==> config.mk <==
export PLATFORM = sky130hd
export DESIGN_NAME = fifo_rd_ctrl
export DESIGN_NICKNAME = d
export VERILOG_FILES = /design/src/rtl/fifo_rd_ctrl.sv
export SDC_FILE = /design/constraint.sdc
export NUM_CORES = 1
export LEC_CHECK = 0
export BUFFER_PORTS_ARGS = -buffer_cell sky130_fd_sc_hd__clkbuf_2
export CORE_ASPECT_RATIO = 1.4
export CORE_MARGIN = 10
export CORE_UTILIZATION = 28
export DETAILED_ROUTE_END_ITERATION = 10
export MAX_ROUTING_LAYER = met4
export PLACE_DENSITY = 0.47
export SYNTH_ARGS = -nofsm -noshare
export SYNTH_HDL_FRONTEND = slang
export SYNTH_SLANG_ARGS = --single-unit
==> constraint.sdc <==
create_clock -name rd_clk -period 2.6 [get_ports rd_clk]
set_input_delay 0 -clock rd_clk [delete_from_list [all_inputs] [get_ports rd_clk]]
set_output_delay 0 -clock rd_clk [all_outputs]
set_load 0.02 [all_outputs]
==> src/rtl/fifo_rd_ctrl.sv <==
// fifo_rd_ctrl: FIFO read-side burst controller feeding a 2-entry valid/ready output buffer.
// Optional feature macro FIFO_RD_STATS_EN adds stat_words/stat_bursts counters.
module fifo_rd_ctrl #(
   parameter int DATA_W     = 8,
   parameter int CNT_W      = 10,
   parameter int START_MODE = 0,
   parameter int START_LVL  = 512,
   parameter int MAX_BURST  = 0,
   parameter int SYNC_STG   = 2
) (
   input  logic              rd_clk,
   input  logic              rst_n,
   input  logic              rd_rst_busy,
   input  logic              full,
   input  logic              empty,
   input  logic              almost_empty,
   input  logic [CNT_W-1:0]  rd_data_count,
   input  logic [DATA_W-1:0] fifo_rd_data,
   output logic              fifo_rd_en,
   output logic [DATA_W-1:0] out_data,
   output logic              out_valid,
   input  logic              out_ready,
   output logic              burst_done,
   output logic              busy
`ifdef FIFO_RD_STATS_EN
   ,
   output logic [31:0]       stat_words,
   output logic [15:0]       stat_bursts
`endif
);
   localparam int IW = MAX_BURST > 0 ? $clog2(MAX_BURST + 1) : 1;
   localparam logic [IW-1:0] CAP = IW'(MAX_BURST);
   localparam logic [CNT_W:0] LVL = (CNT_W + 1)'(START_LVL);
   typedef enum logic [1:0] {IDLE, READ, DRAIN} state_t;
   state_t state;
   logic [SYNC_STG-1:0] full_sync;
   logic full_s, start, inflight, pop, cap_hit;
   logic [1:0] buf_cnt;
   logic [2:0] occ;
   logic [DATA_W-1:0] tail;
   logic [IW-1:0] issued;
   assign full_s = full_sync[SYNC_STG-1];
   assign start = START_MODE == 0 ? full_s : {1'b0, rd_data_count} >= LVL;
   assign pop = out_valid & out_ready;
   assign cap_hit = MAX_BURST != 0 && issued == CAP;
   assign out_valid = buf_cnt != 2'd0;
   // Occupancy after this edge; crediting the pop keeps a full-rate stream
   assign occ = {1'b0, buf_cnt} + {2'b0, inflight} - {2'b0, pop};
   assign fifo_rd_en = state == READ && !empty && !rd_rst_busy && occ < 3'd2 && !cap_hit;
   // Bring the write-domain full flag into rd_clk
   always_ff @(posedge rd_clk or negedge rst_n)
      if (!rst_n) full_sync <= '0;
      else full_sync <= {full_sync[SYNC_STG-2:0], full};
   // Burst sequencing with registered busy and burst_done
   always_ff @(posedge rd_clk or negedge rst_n)
      if (!rst_n) begin
         state <= IDLE;
         busy <= 1'b0;
         burst_done <= 1'b0;
      end else begin
         burst_done <= 1'b0;
         case (state)
            IDLE:
               if (!rd_rst_busy && start) begin
                  state <= READ;
                  busy <= 1'b1;
               end
            READ:
               if (rd_rst_busy || almost_empty || empty || cap_hit) state <= DRAIN;
            DRAIN:
               if (!inflight && buf_cnt == 2'd0) begin
                  state <= IDLE;
                  busy <= 1'b0;
                  burst_done <= 1'b1;
               end
            default: begin
               state <= IDLE;
               busy <= 1'b0;
            end
         endcase
      end
   // Track the read landing next cycle and the words issued this burst
   always_ff @(posedge rd_clk or negedge rst_n)
      if (!rst_n) begin
         inflight <= 1'b0;
         issued <= '0;
      end else begin
         inflight <= fifo_rd_en;
         issued <= state == IDLE ? '0 : issued + IW'(fifo_rd_en);
      end
   // Two-entry output buffer: out_data is the head, tail holds the second word
   always_ff @(posedge rd_clk or negedge rst_n)
      if (!rst_n) begin
         buf_cnt <= 2'd0;
         out_data <= '0;
         tail <= '0;
      end else begin
         buf_cnt <= buf_cnt + {1'b0, inflight} - {1'b0, pop};
         if (inflight && (buf_cnt == 2'd0 || (buf_cnt == 2'd1 && pop))) out_data <= fifo_rd_data;
         else if (pop && buf_cnt == 2'd2) out_data <= tail;
         if (inflight && ((buf_cnt == 2'd1 && !pop) || buf_cnt == 2'd2)) tail <= fifo_rd_data;
      end
`ifdef FIFO_RD_STATS_EN
   // Handshake and burst counters, wrapping naturally
   always_ff @(posedge rd_clk or negedge rst_n)
      if (!rst_n) begin
         stat_words <= '0;
         stat_bursts <= '0;
      end else begin
         stat_words <= stat_words + 32'(pop);
         stat_bursts <= stat_bursts + 16'(burst_done);
      end
`endif
endmodule

* After elaboration in Yosys (flattened, before gate mapping)
Cells that the tools add are included.
** Storage, ports and cells
- Register bits :: 25
- Latch bits :: 0
- Memory bits (writable) :: 0
- Memory bits (read-only) :: 0
- Input bits :: 25
- Output and inout bits :: 12
- Word-level logic and storage cells :: 57
- Memories :: 0
** Cells by class
- Add/subtract/negate cells :: 4
- $mul :: 0
- Divide/modulo/power cells :: 0
- Order comparisons :: 1
- Equal/unequal tests :: 7
- Shift-type cells :: 0
- Mux-type cells :: 11
- Bitwise operators :: 2
- Reduce and logical (&&, ||, !) cells :: 24
** Operators by type and width (count)
- $mux W8 :: 2
- $logic_and A1 B1 Y1 :: 10
- $mux W2 :: 3
- $pmux W2 S3 :: 1
- $reduce_and A3 Y1 :: 2
- $eq A2 B1 Y1 const B :: 2
- $eq A2 B2 Y1 const B :: 2
- $logic_not A1 Y1 :: 4
- $logic_not A2 Y1 :: 2
- $logic_or A1 B1 Y1 :: 4
- $mux W1 :: 4
- $ne A2 B2 Y1 const B :: 2
- $reduce_bool A2 Y1 :: 2
- $add A2 B1 Y3 :: 1
- $lt A3 B2 Y1 const B :: 1
- $pmux W1 S3 :: 1
- $sub A3 B1 Y3 :: 1
- $add A2 B1 Y2 :: 1
- $ne A2 B1 Y1 const B :: 1
- $sub A2 B1 Y2 :: 1
- $and A1 B1 Y1 :: 1
- $not A1 Y1 :: 1

* Longest topological paths before layout
- Depth after elaboration :: 6
- Gate-level depth with buffers :: 9
- Depth with buffers taken out :: 8

* Least setup slack after synthesis
OpenSTA, ideal clock, no wires.
- Path type :: register to register
- Start :: register buf_cnt[1]
- End :: register inflight
- Library setup time :: 0.108 ns
- Arrival :: 2.365 ns
- Data required time :: 2.492 ns
- Slack :: 0.127 ns
- Cell stages (with the launch flop) :: 10
- Buffers on the path :: 1
- Period minus slack after synthesis :: 2.473 ns
- Path through :: dfrtp_1 buf_6 or2_2 and2_1 ha_1 inv_1 ha_1 fa_1 nor4_1 and3_1
** Between the ends
- Word-level cells in the longest chain between the ends :: 5
- Elaborated cells between the ends (all ways) :: 6
- Those cells by class :: 2 x add/sub; 1 x order compare; 1 x bitwise; 2 x reduce/logical
** Ends and longest elaborated chain
- start: declaration :: RTL line 38 : logic [1:0] buf_cnt;
- start signal: assignment :: RTL line 98 : buf_cnt <= buf_cnt + {1'b0, inflight} - {1'b0, pop};
- $reduce_bool A2 Y1 :: RTL line 46 : assign out_valid = buf_cnt != 2'd0;
- named net out_valid :: RTL line 21 : output logic out_valid,
- $and A1 B1 Y1 :: RTL line 44 : assign pop = out_valid & out_ready;
- $sub A3 B1 Y3 :: RTL line 48 : assign occ = {1'b0, buf_cnt} + {2'b0, inflight} - {2'b0, pop};
- named net occ[1] :: RTL line 39 : logic [2:0] occ;
- $lt A3 B2 Y1 :: RTL line 49 : assign fifo_rd_en = state == READ && !empty && !rd_rst_busy && occ < 3'd2 && !cap_hit;
- $logic_and A1 B1 Y1 :: RTL line 49
- named net fifo_rd_en :: RTL line 19 : output logic fifo_rd_en,
- end signal: assignment :: RTL line 88 : inflight <= fifo_rd_en;
- end: declaration :: RTL line 37 : logic full_s, start, inflight, pop, cap_hit;
The timed path passes the listed nets, and every way through them passes these cells.
A chain may end at the register's enable or synchronous reset.

* Worst setup path after layout
- Start :: register buf_cnt[0]
- End :: output port fifo_rd_en
** Between the ends
- Word-level cells in the longest chain between the ends :: 5
- Elaborated cells between the ends (all ways) :: 6
- Those cells by class :: 2 x add/sub; 1 x order compare; 1 x bitwise; 2 x reduce/logical
** Ends and longest elaborated chain (RTL line)
- branches (longest 2 deep; another with $add A2 B1 Y3)
- $sub A3 B1 Y3 (*) :: 48
- named net occ[1] :: 39
- $lt A3 B2 Y1 (*) :: 49
- $logic_and A1 B1 Y1 (*) :: 49
- end: declaration :: 19
Mark *: on every way through the listed nets, which the timed path passes.

==> results.sh <==
export IMPL_result_of_the_run="finished clean"
export IMPL_ff2ff_path_depth=9
export IMPL_worstPathCellList="or2_4 > and2_4 > ha_4 > inv_2 > ha_4 > fa_1 > nor4_2 > and3_1 > clkbuf_8"
export IMPL_count_of_clock_tree_sinks=25
export IMPL_crit_path_frequent_cell="ha_4"
export IMPL_n_antenna_cell=0
export IMPL_met1_routing_resource_usage_after_global_routing=0.09951
export IMPL_dr_first_iter_drc_count=20
export IMPL_dr_pass1_iters=4
export IMPL_wirelength_mm=2.696
export IMPL_remaining_drc_errors=0
export IMPL_multiInputGateArea_um2=491.7
export IMPL_first_global_vias=1004
export IMPL_synth_largest_area_cell="dfrtp_1"
export IMPL_cts_tree="done"
export IMPL_fin_util=0.3895
export IMPL_leakage_nw=0.7071
export IMPL_switching_power_mw=0.5812
export IMPL_synthDominantCellAreaShare=0.5495
export IMPL_placeableCoreArea_mm2=0.003919
export IMPL_max_slew_margin=0.5824
export IMPL_global_route_usage_met3=0.02079
export IMPL_cts_root_buf="clkbuf_8"
export IMPL_cpPeakStageDelay_ns=0.47
export IMPL_clock_buffer_count_from_cts=3
export IMPL_chipHeight_um=95.45
export IMPL_ant_nets=0
export IMPL_yosysMostFrequentCell="dfrtp_1"
export IMPL_vias_per_cell=4.806
export IMPL_end_kind="output port"
export IMPL_ys_types=29
export IMPL_synth_area_top_cells="dfrtp_1, mux2_2, nand2_1"
export IMPL_maximum_clock_insertion_buffer_count=2
export IMPL_irDropWorstVdd_mv=0.4706
export IMPL_clock_power_share=0.155
export IMPL_pwr_share_seq=0.417
export IMPL_synth_edf_count=0
export IMPL_worstSetupStartpointType="register"
export IMPL_synthCells=102
export IMPL_clock_tree_htree_level_count=1
export IMPL_power_switching_share=0.3777
export IMPL_starting_density_of_the_core=0.2905
export IMPL_finalWorstSetupSlack_ns=0.08692
export IMPL_synth_top_cells_by_count="dfrtp_1, nand2_1, nor3_1"
export IMPL_grt_max_degree=26
export IMPL_portBuffers=26
export IMPL_setup_worst_path_class="reg2out"
export IMPL_power_frac_comb=0.428
export IMPL_cp_required_ns=2.60
export IMPL_rows=27
export IMPL_mappedNetlistNets=130
export IMPL_final_fill_count=382
export IMPL_post_detailed_placement_half_perimeter_wirelength_mm=1.906
export IMPL_met2_usage=0.1403
export IMPL_finalClockSkew_ns=0.009824
export IMPL_grt_use_total=0.08758
export IMPL_yosysSeqAreaShare=0.5495
export IMPL_clk_insertion_delay_late_ns=0.28
export IMPL_area_growth_pct=34.07
export IMPL_holdPathStages=3
export IMPL_detailroute_via_count=894
export IMPL_grt_antenna_before_repair=0
export IMPL_hold_path_class="in2reg"
export IMPL_overflow=0
export IMPL_cpMaxStageDelayCell="fa_1"
export IMPL_average_wire_per_cell_in_the_routed_design_um=14.49
export IMPL_yosysWarningCount=0
export IMPL_design_die_area_mm2=0.007053
export IMPL_cp_max_fo=2
export IMPL_fin_hold_ws_ns=0.04442
export IMPL_synth_ff_latch_count=25
export IMPL_layout_worst_path_cycle_share=0.9666
export IMPL_max_freq_mhz=397.9
export IMPL_gp_congestion=0.7672
export IMPL_final_hold_violation_count=0
export IMPL_average_cell_area_after_synthesis_um2=11.16
export IMPL_max_capacitance_violation_count=0
export IMPL_worst_slew_pin_transition_ns=0.6264
export IMPL_grt_most_used_layer="met2"
export IMPL_post_cts_clock_slew_at_the_launch_and_capture_registers_of_the_worst_setup_and_hold_paths_ns=0.08
export IMPL_synth_cell_area_mm2=0.001139
export IMPL_yosys_most_used_dff="dfrtp_1"
export IMPL_critical_path_arrival_ns=2.51
export IMPL_asyncSetResetFlopFracSynth=1.000
export IMPL_pre_cts_slack_ns=0.2062
export IMPL_power_density_cell_area_mw_per_mm2=1008
export IMPL_finalWorstPathRequiredPeriod_ns=2.513
export IMPL_io_pin_count=37
export IMPL_power_internal_mw=0.9577
export IMPL_rsz0062_at_grt="yes"
export IMPL_drive_gt1_frac=0.3636
export IMPL_layout_nets=172
export IMPL_setup_failing_eps_final=0
export IMPL_die_w_um=73.90
export IMPL_register_area_um2=625.6
export IMPL_grt_pass1_wl_mm=4.712
export IMPL_slew_violations=0
cell type report:
class	instances	area share
repair buffers	42	0.1877
well taps	43	0.03525
multi-input cells	66	0.3221
flip-flops and latches	25	0.4098
inverters	6	0.01475
clock buffers	3	0.02705
clock inverters	1	0.003279
stage by stage:
| stage | power (mW) | instances | setup TNS, ns | area, um2 |
|---|---|---|---|---|
| after floorplan | 1.050 | 102 | 0 | 1139 |
| after global placement | 1.218 | 168 | 0 | 1303 |
| after detailed placement | 1.234 | 168 | 0 | 1303 |
| after CTS | 1.547 | 186 | -0.0003417 | 1520 |
| after global routing | 1.674 | 186 | -0.0008444 | 1526 |
| final | 1.539 | 186 | 0 | 1526 |
worst max-delay path: cells and delay by family, from the launching register on:
family | cells | cell delay (ns)
AND/OR/NAND/NOR | 4 | 0.79
buffers and inverters | 2 | 0.20
adder cells (fa/ha/maj) | 3 | 0.87
flip-flops | 1 | 0.39
cells in the final DEF, fill, tap and decap left out, drive strengths merged, types with 2 or more instances in the layout:
cell and instances:
or2 2, ha 2, a31oi 8, inv 6, dfrtp 25, nor3 10, nand2 16, buf 5
clkbuf 29, dlygate4sd3 11, nand3b 2, nand2b 2, nor2 3, mux2 8
routing by layer:
layer  vias up  wire, um
li1        434         -
met1       427      1223
met2        28      1261
met3         5       156
met4         0        55
met5         -         0
power groups by stage:
stage	Clock (mW)	Combinational [mW]	Sequential (mW)
2_1_floorplan	0	0.324	0.726
6_report	0.238	0.659	0.642
5_1_grt	0.258	0.746	0.670
4_1_cts	0.244	0.661	0.642
3_5_place_dp	0	0.581	0.653
3_3_place_gp	0	0.572	0.647
cells by family (layout without fill, tap and decap cells):
family | Yosys count | count (layout) | share of synthesized area
AO/OA/AOI/OAI | 13 | 13 | 0.08681
XOR/XNOR | 1 | 1 | 0.007694
adder cells (fa/ha/maj) | 3 | 3 | 0.03956
buffers and inverters | 11 | 52 | 0.05054
flip-flops | 25 | 25 | 0.5495
multiplexers | 9 | 9 | 0.08792
AND/OR/NAND/NOR | 40 | 40 | 0.1780
state kept, by name (all words and copies together) (netlist names):
signal	count
inflight	1
buf_cnt	2
tail	8
busy	1
out_data	8
state	2
full_sync	2
burst_done	1
what timing repair did:
item,in CTS,in global routing
setup buffers,3,0
endpoints found under the setup margin,1,1
hold buffers,11,0
hold endpoints to repair,35,0
pin swaps,5,3
gates resized for setup,8,1
final timing paths:
check	start	endpoint	slack [ns]
worst min register to register	full_sync[0]	full_sync[1]	0.36
worst max-delay path	buf_cnt[0]	fifo_rd_en	0.09
max in group asynchronous	rst_n	tail[7]	1.93
min in group asynchronous	rst_n	out_data[0]	0.26
worst min-delay path	almost_empty	state[1]	0.04
worst max register to register	buf_cnt[0]	inflight	0.35
Note: power is estimated with default switching activity, not from simulation.
